$ cat config.mk
export PLATFORM = sky130hd
export DESIGN_NAME = sparse_mm_scheduler
export DESIGN_NICKNAME = d
export VERILOG_FILES = /design/src/rtl/sparse_pkg.sv /design/src/rtl/sparse_mm_scheduler.sv
export SDC_FILE = /design/constraint.sdc
export NUM_CORES = 1
export LEC_CHECK = 0
export CAP_MARGIN = 20
export CORE_AREA = 5 5 482 484
export DETAILED_ROUTE_END_ITERATION = 8
export DIE_AREA = 0 0 487 489
export SETUP_SLACK_MARGIN = 0.02
export SYNTH_ARGS = -nofsm -noshare
export SYNTH_HDL_FRONTEND = slang
export SYNTH_SLANG_ARGS = --single-unit
$ cat constraint.sdc
create_clock -name clk -period 8.29 [get_ports clk]
set_input_delay 1.658 -clock clk [delete_from_list [all_inputs] [get_ports clk]]
set_output_delay 1.658 -clock clk [all_outputs]
set_load 0.005 [all_outputs]
$ cat src/rtl/sparse_pkg.sv
// rtl/sparse_pkg.sv - shared sizes, COO entry / product job types and FSM states
//
// Purpose: single home for the sparse_mm geometry (M, N, K, value width, list
//          capacity) and the types that cross the scheduler boundary.
// Contents:
//   entry_t        COO entry {row, col, val}
//   job_t          product job {row i, col k, a_val, b_val}
//   sched_state_e  scheduler FSM states
package sparse_pkg;

  localparam int DATA_SIZE     = 16;
  localparam int M             = 4;
  localparam int N             = 4;
  localparam int K             = 4;
  localparam int MAX_LIST_SIZE = 30;

  localparam int MAX_DIM = (M > N) ? ((M > K) ? M : K) : ((N > K) ? N : K);
  localparam int COORD_W = (MAX_DIM > 1) ? $clog2(MAX_DIM) : 1;

  // a_count/b_count must be able to express MAX_LIST_SIZE+1 so the clamp can act
  localparam int CNT_W   = $clog2(MAX_LIST_SIZE + 1);
  localparam int IDX_W   = (MAX_LIST_SIZE > 1) ? $clog2(MAX_LIST_SIZE) : 1;
  localparam int JCNT_W  = $clog2(MAX_LIST_SIZE * MAX_LIST_SIZE + 1);

  typedef struct packed {
    logic [COORD_W-1:0]   row;
    logic [COORD_W-1:0]   col;
    logic [DATA_SIZE-1:0] val;
  } entry_t;

  typedef struct packed {
    logic [COORD_W-1:0]   row;
    logic [COORD_W-1:0]   col;
    logic [DATA_SIZE-1:0] a_val;
    logic [DATA_SIZE-1:0] b_val;
  } job_t;

  typedef enum logic [1:0] {
    S_IDLE = 2'd0,
    S_SCAN = 2'd1,
    S_EMIT = 2'd2,
    S_DONE = 2'd3
  } sched_state_e;

endpackage

$ cat src/rtl/sparse_mm_scheduler.sv
// rtl/sparse_mm_scheduler.sv - COO pair walker emitting product jobs to the MAC array
//
// Purpose: on start, walks every (A entry, B entry) pair once, one compare per
//          cycle, and emits a job for each pair whose inner index matches.
// Ports:
//   clk, rst_n          clock, synchronous active-low reset
//   start               begin a scan (only honoured in IDLE)
//   a_list, b_list      COO entry arrays, held stable while busy
//   a_count, b_count    valid entries per list (clamped to MAX_LIST_SIZE)
//   job_valid/job_ready product job stream handshake, job is the payload
//   busy                scan in progress
//   done                one-cycle pulse at scan end
//   job_count           jobs accepted in the current/last scan
module sparse_mm_scheduler
  import sparse_pkg::*;
(
  input  logic              clk,
  input  logic              rst_n,
  input  logic              start,
  input  entry_t            a_list [MAX_LIST_SIZE],
  input  entry_t            b_list [MAX_LIST_SIZE],
  input  logic [CNT_W-1:0]  a_count,
  input  logic [CNT_W-1:0]  b_count,
  output logic              job_valid,
  input  logic              job_ready,
  output job_t              job,
  output logic              busy,
  output logic              done,
  output logic [JCNT_W-1:0] job_count
);

  localparam logic [CNT_W-1:0]  CNT_MAX  = CNT_W'(MAX_LIST_SIZE);
  localparam logic [CNT_W-1:0]  CNT_ONE  = CNT_W'(1);
  localparam logic [IDX_W-1:0]  IDX_ONE  = IDX_W'(1);
  localparam logic [JCNT_W-1:0] JCNT_ONE = JCNT_W'(1);

  sched_state_e      state_q, state_d;
  logic [CNT_W-1:0]  a_cnt_q, a_cnt_d;
  logic [CNT_W-1:0]  b_cnt_q, b_cnt_d;
  logic [IDX_W-1:0]  ai_q, ai_d;
  logic [IDX_W-1:0]  bi_q, bi_d;
  job_t              job_q, job_d;
  logic              job_valid_q, job_valid_d;
  logic              busy_q, busy_d;
  logic              done_q, done_d;
  logic [JCNT_W-1:0] job_count_q, job_count_d;

  entry_t           a_cur, b_cur;
  logic             is_match;
  logic             b_at_end, last_pair;
  logic [IDX_W-1:0] ai_nxt, bi_nxt;
  logic [CNT_W-1:0] a_clamp, b_clamp;

  assign a_cur    = a_list[ai_q];
  assign b_cur    = b_list[bi_q];
  assign is_match = (a_cur.col == b_cur.row);

  assign b_at_end  = (CNT_W'(bi_q) == (b_cnt_q - CNT_ONE));
  assign last_pair = b_at_end && (CNT_W'(ai_q) == (a_cnt_q - CNT_ONE));

  // Row-major walk over the pair space: B index is the fast one
  always_comb begin
    ai_nxt = ai_q;
    bi_nxt = bi_q + IDX_ONE;
    if (b_at_end) begin
      ai_nxt = ai_q + IDX_ONE;
      bi_nxt = '0;
    end
  end

  assign a_clamp = (a_count > CNT_MAX) ? CNT_MAX : a_count;
  assign b_clamp = (b_count > CNT_MAX) ? CNT_MAX : b_count;

  always_comb begin
    state_d     = state_q;
    a_cnt_d     = a_cnt_q;
    b_cnt_d     = b_cnt_q;
    ai_d        = ai_q;
    bi_d        = bi_q;
    job_d       = job_q;
    job_valid_d = job_valid_q;
    busy_d      = busy_q;
    done_d      = 1'b0;
    job_count_d = job_count_q;

    case (state_q)
      S_IDLE: begin
        if (start) begin
          a_cnt_d     = a_clamp;
          b_cnt_d     = b_clamp;
          ai_d        = '0;
          bi_d        = '0;
          job_count_d = '0;
          busy_d      = 1'b1;
          state_d     = ((a_clamp == '0) || (b_clamp == '0)) ? S_DONE : S_SCAN;
        end
      end

      S_SCAN: begin
        if (is_match) begin
          job_d       = '{row: a_cur.row, col: b_cur.col, a_val: a_cur.val, b_val: b_cur.val};
          job_valid_d = 1'b1;
          state_d     = S_EMIT;
        end else if (last_pair) begin
          // indices stay put on the final pair so the list muxes never go out of range
          state_d = S_DONE;
        end else begin
          ai_d = ai_nxt;
          bi_d = bi_nxt;
        end
      end

      S_EMIT: begin
        if (job_valid_q && job_ready) begin
          job_valid_d = 1'b0;
          job_count_d = job_count_q + JCNT_ONE;
          if (last_pair) begin
            state_d = S_DONE;
          end else begin
            ai_d    = ai_nxt;
            bi_d    = bi_nxt;
            state_d = S_SCAN;
          end
        end
      end

      S_DONE: begin
        done_d  = 1'b1;
        busy_d  = 1'b0;
        state_d = S_IDLE;
      end

      default: state_d = S_IDLE;
    endcase
  end

  always_ff @(posedge clk) begin
    if (!rst_n) begin
      state_q     <= S_IDLE;
      a_cnt_q     <= '0;
      b_cnt_q     <= '0;
      ai_q        <= '0;
      bi_q        <= '0;
      job_q       <= '0;
      job_valid_q <= 1'b0;
      busy_q      <= 1'b0;
      done_q      <= 1'b0;
      job_count_q <= '0;
    end else begin
      state_q     <= state_d;
      a_cnt_q     <= a_cnt_d;
      b_cnt_q     <= b_cnt_d;
      ai_q        <= ai_d;
      bi_q        <= bi_d;
      job_q       <= job_d;
      job_valid_q <= job_valid_d;
      busy_q      <= busy_d;
      done_q      <= done_d;
      job_count_q <= job_count_d;
    end
  end

  assign job_valid = job_valid_q;
  assign job       = job_q;
  assign busy      = busy_q;
  assign done      = done_q;
  assign job_count = job_count_q;

endmodule

==> flow_metrics.tcl <==
set metrics [dict create \
    finalPower_mw 3.61 \
    clockBufferDepth 2 \
    required_ps 8630 \
    nets 3562 \
    synth-seq-area-share 0.109 \
    crit_end "ai_q[2]$_SDFFE_PN0P_" \
    use_met2 0.252 \
    worstSetupPathType "in -> reg" \
    ant_nets 0 \
    crit_fanout 47 \
    gp_congestion 0.928 \
    num_rows 175 \
    syn-cell-area_mm2 0.0130 \
    critPathArrivalTime_ps 5550 \
    wl_per_cell_um 34.2 \
    synth_seq_cells 71 \
    finalMaxSlewViolations 0 \
    numCtsBuffers 9 \
    met1_usage 0.164 \
    dr_total_vias 17500 \
    grt_pass1_vias 18600 \
    p_leak_nw 8.73 \
    synth_edf_count 0 \
    grt_pass1_wl_um 223000 \
    status "completed" \
    powerDensity_mw_per_mm2 122 \
    clock_latency_ps 430 \
    fill_cells 25900 \
    cpPeakStageDelay_ps 660 \
    end_kind "flop" \
    io_pins 1263 \
    reg2regPathDepth 8 \
    design_area_mm2 0.0297 \
    busiest_layer "met2" \
    setup_viol 0 \
    post_drt_via_cell_ratio 3.24 \
    post_cts_buffers 0 \
    grt_use_total 0.149 \
    grt_antenna_before_repair 225 \
    area_delta_synth_final_pct 128 \
    grt_max_degree 102 \
    grt-ovfl-total 0 \
    drive_gt1_frac 0.175 \
    r2r_start "ai_q[3]$_SDFFE_PN0P_" \
    die_w_um 487 \
    drt_iter0_markers 1021 \
    whs_ps 466 \
    relSlewSlack 0.290 \
    fin_crit_ps 5210 \
    syn_nets 2378 \
    dieHeight_um 489 \
    path_cells "clkdlybuf4s50_1, mux2i_1, o221ai_1, a211oi_1, o211a_1, a2111o_2, buf_4, nand3_1, o21ai_0" \
    rsz0062_at_grt "false" \
    cp_slowest_cell "buf_4" \
    core_mm2 0.227 \
    synth_cell_types 61 \
    cts.sinks 71 \
    critPathBufInv 2 \
    clkSlewWorstSetupHoldPaths_ps 90 \
    r2r_slack_ps 3390 \
    clock-root-buffer "clkbuf_16" \
    worstHoldPathType "reg -> reg" \
    drv_cap 0 \
    hold_viol 0 \
    cts_resized 0 \
    post_dp_cell_area_mm2 0.0292 \
    yosys_warnings 0 \
    wl_um 185000 \
    crit_start "b_list[358]" \
    multi_input_area_mm2 0.0110 \
    grt_use_met3 0.0646 \
    timing.rr.end "ai_q[2]$_SDFFE_PN0P_" \
    layout.area.seq_mm2 0.00145 \
    crit_cells 9 \
    worstSetupStartpointType "input pin" \
    worst_pin_slew_ps 1060 \
    synthCells 1155 \
    fin_skew_ps 23.5 \
    drcViolationCount 0 \
    dieArea_mm2 0.238 \
    synthArstFlopShare 0 \
    place_hpwl_um 169000 \
    tritoncts "built" \
    synth-main-ff-cell "dfxtp_1" \
    syn_avg_cell_area_um2 11.3 \
    final_common_cell "clkdlybuf4s50_1" \
    crit_family "compound AO/OA/AOI/OAI gates" \
    start_util 0.0575 \
    dr.pass1.iters 5 \
    portBuffers 1262 \
    max-vdd-ir-drop_mv 0.117 \
    cts_max_level 3 \
    setup_tns_ps 0 \
    hold_buffers 0 \
    period_share 0.628 \
    mostFrequentLayoutCells "clkdlybuf4s50_1, mux4_2, mux2i_1" \
    fmax_mhz 192 \
]
cell families (layout without fill, tap and decap cells):
family | count (synthesis) | in the layout | synth area share
mux | 457 | 457 | 0.604
compound gates | 228 | 228 | 0.134
simple gates | 223 | 223 | 0.0788
buf+inv | 149 | 1338 | 0.0539
flops | 71 | 71 | 0.109
xor+xnor | 18 | 18 | 0.0121
fa+ha+maj | 9 | 9 | 0.00863
other cells | 0 | 65 | 0
final cells by class:
cell class | count | area share
diodes | 65 | 0.00548
multi-input cells | 935 | 0.369
clock buffers | 9 | 0.00758
clock inverters | 7 | 0.00270
repair buffers | 1307 | 0.437
flip-flops and latches | 71 | 0.0489
well taps | 3009 | 0.127
inverters | 15 | 0.00194
synth_stat cells (all sizes together) (24+ instances only):
| cell type | n | area [µm²] |
|---|---|---|
| a2111oi | 24 | 211 |
| a211o | 25 | 219 |
| a21oi | 57 | 372 |
| a221oi | 30 | 275 |
| buf | 77 | 433 |
| clkbuf | 57 | 214 |
| dfxtp | 71 | 1420 |
| mux2 | 40 | 450 |
| mux2i | 157 | 1570 |
| mux4 | 260 | 5860 |
| nand2 | 59 | 221 |
| nor2 | 88 | 330 |
| o21ai | 24 | 120 |
| o22ai | 24 | 150 |
how the worst min path moves through the flow:
stage / cells after the start / slack, ps / to / start
2_1_floorplan: 2 / 450 / a_cnt_q[4]$_SDFFE_PN0P_ / a_cnt_q[4]$_SDFFE_PN0P_
5_1_grt: 2 / 480 / job[13]$_SDFFE_PN0P_ / job[13]$_SDFFE_PN0P_
3_5_place_dp: 2 / 450 / job[32]$_SDFFE_PN0P_ / job[32]$_SDFFE_PN0P_
3_3_place_gp: 2 / 450 / job[28]$_SDFFE_PN0P_ / job[28]$_SDFFE_PN0P_
6_report: 2 / 470 / job[35]$_SDFFE_PN0P_ / job[35]$_SDFFE_PN0P_
4_1_cts: 2 / 470 / job[13]$_SDFFE_PN0P_ / job[13]$_SDFFE_PN0P_
flip-flops by register name, summed over array words and instances (netlist names):
name,flops
job_count,10
b_cnt_q,5
state_q,2
bi_q,5
job_valid,1
job,36
done,1
a_cnt_q,5
busy,1
ai_q,5
through the flow:
stage	worst slack [ps]	instances	util
floorplan	4560	1155	-
global placement	2370	5337	0.129
detailed placement	2300	5337	0.129
CTS	2790	5353	0.130
global route	2640	5390	0.131
finish	3080	5418	0.131
report_power, final:
group / leakage, nW / switching, mW / internal, mW / total (mW)
sequential: 0.582 / 0.0831 / 0.391 / 0.474
combinational: 7.99 / 1.32 / 1.34 / 2.66
clock: 0.149 / 0.243 / 0.238 / 0.481
worst register-to-register path: stages, from the launching register on:
cell and delay, ps:
dfxtp_4 800, nand3_1 810, o221ai_1 940, a211o_1 240, o211a_1 200, a2111o_2 600
buf_4 680, nand3_1 300, o21ai_0 260
metal layers:
metal / wire, µm / share of wire
met1: 68300 / 0.37
met5: 699 / 0.0038
met2: 88100 / 0.48
met4: 8100 / 0.044
met3: 20000 / 0.11
No activity file was read; power rests on OpenSTA's default activity.
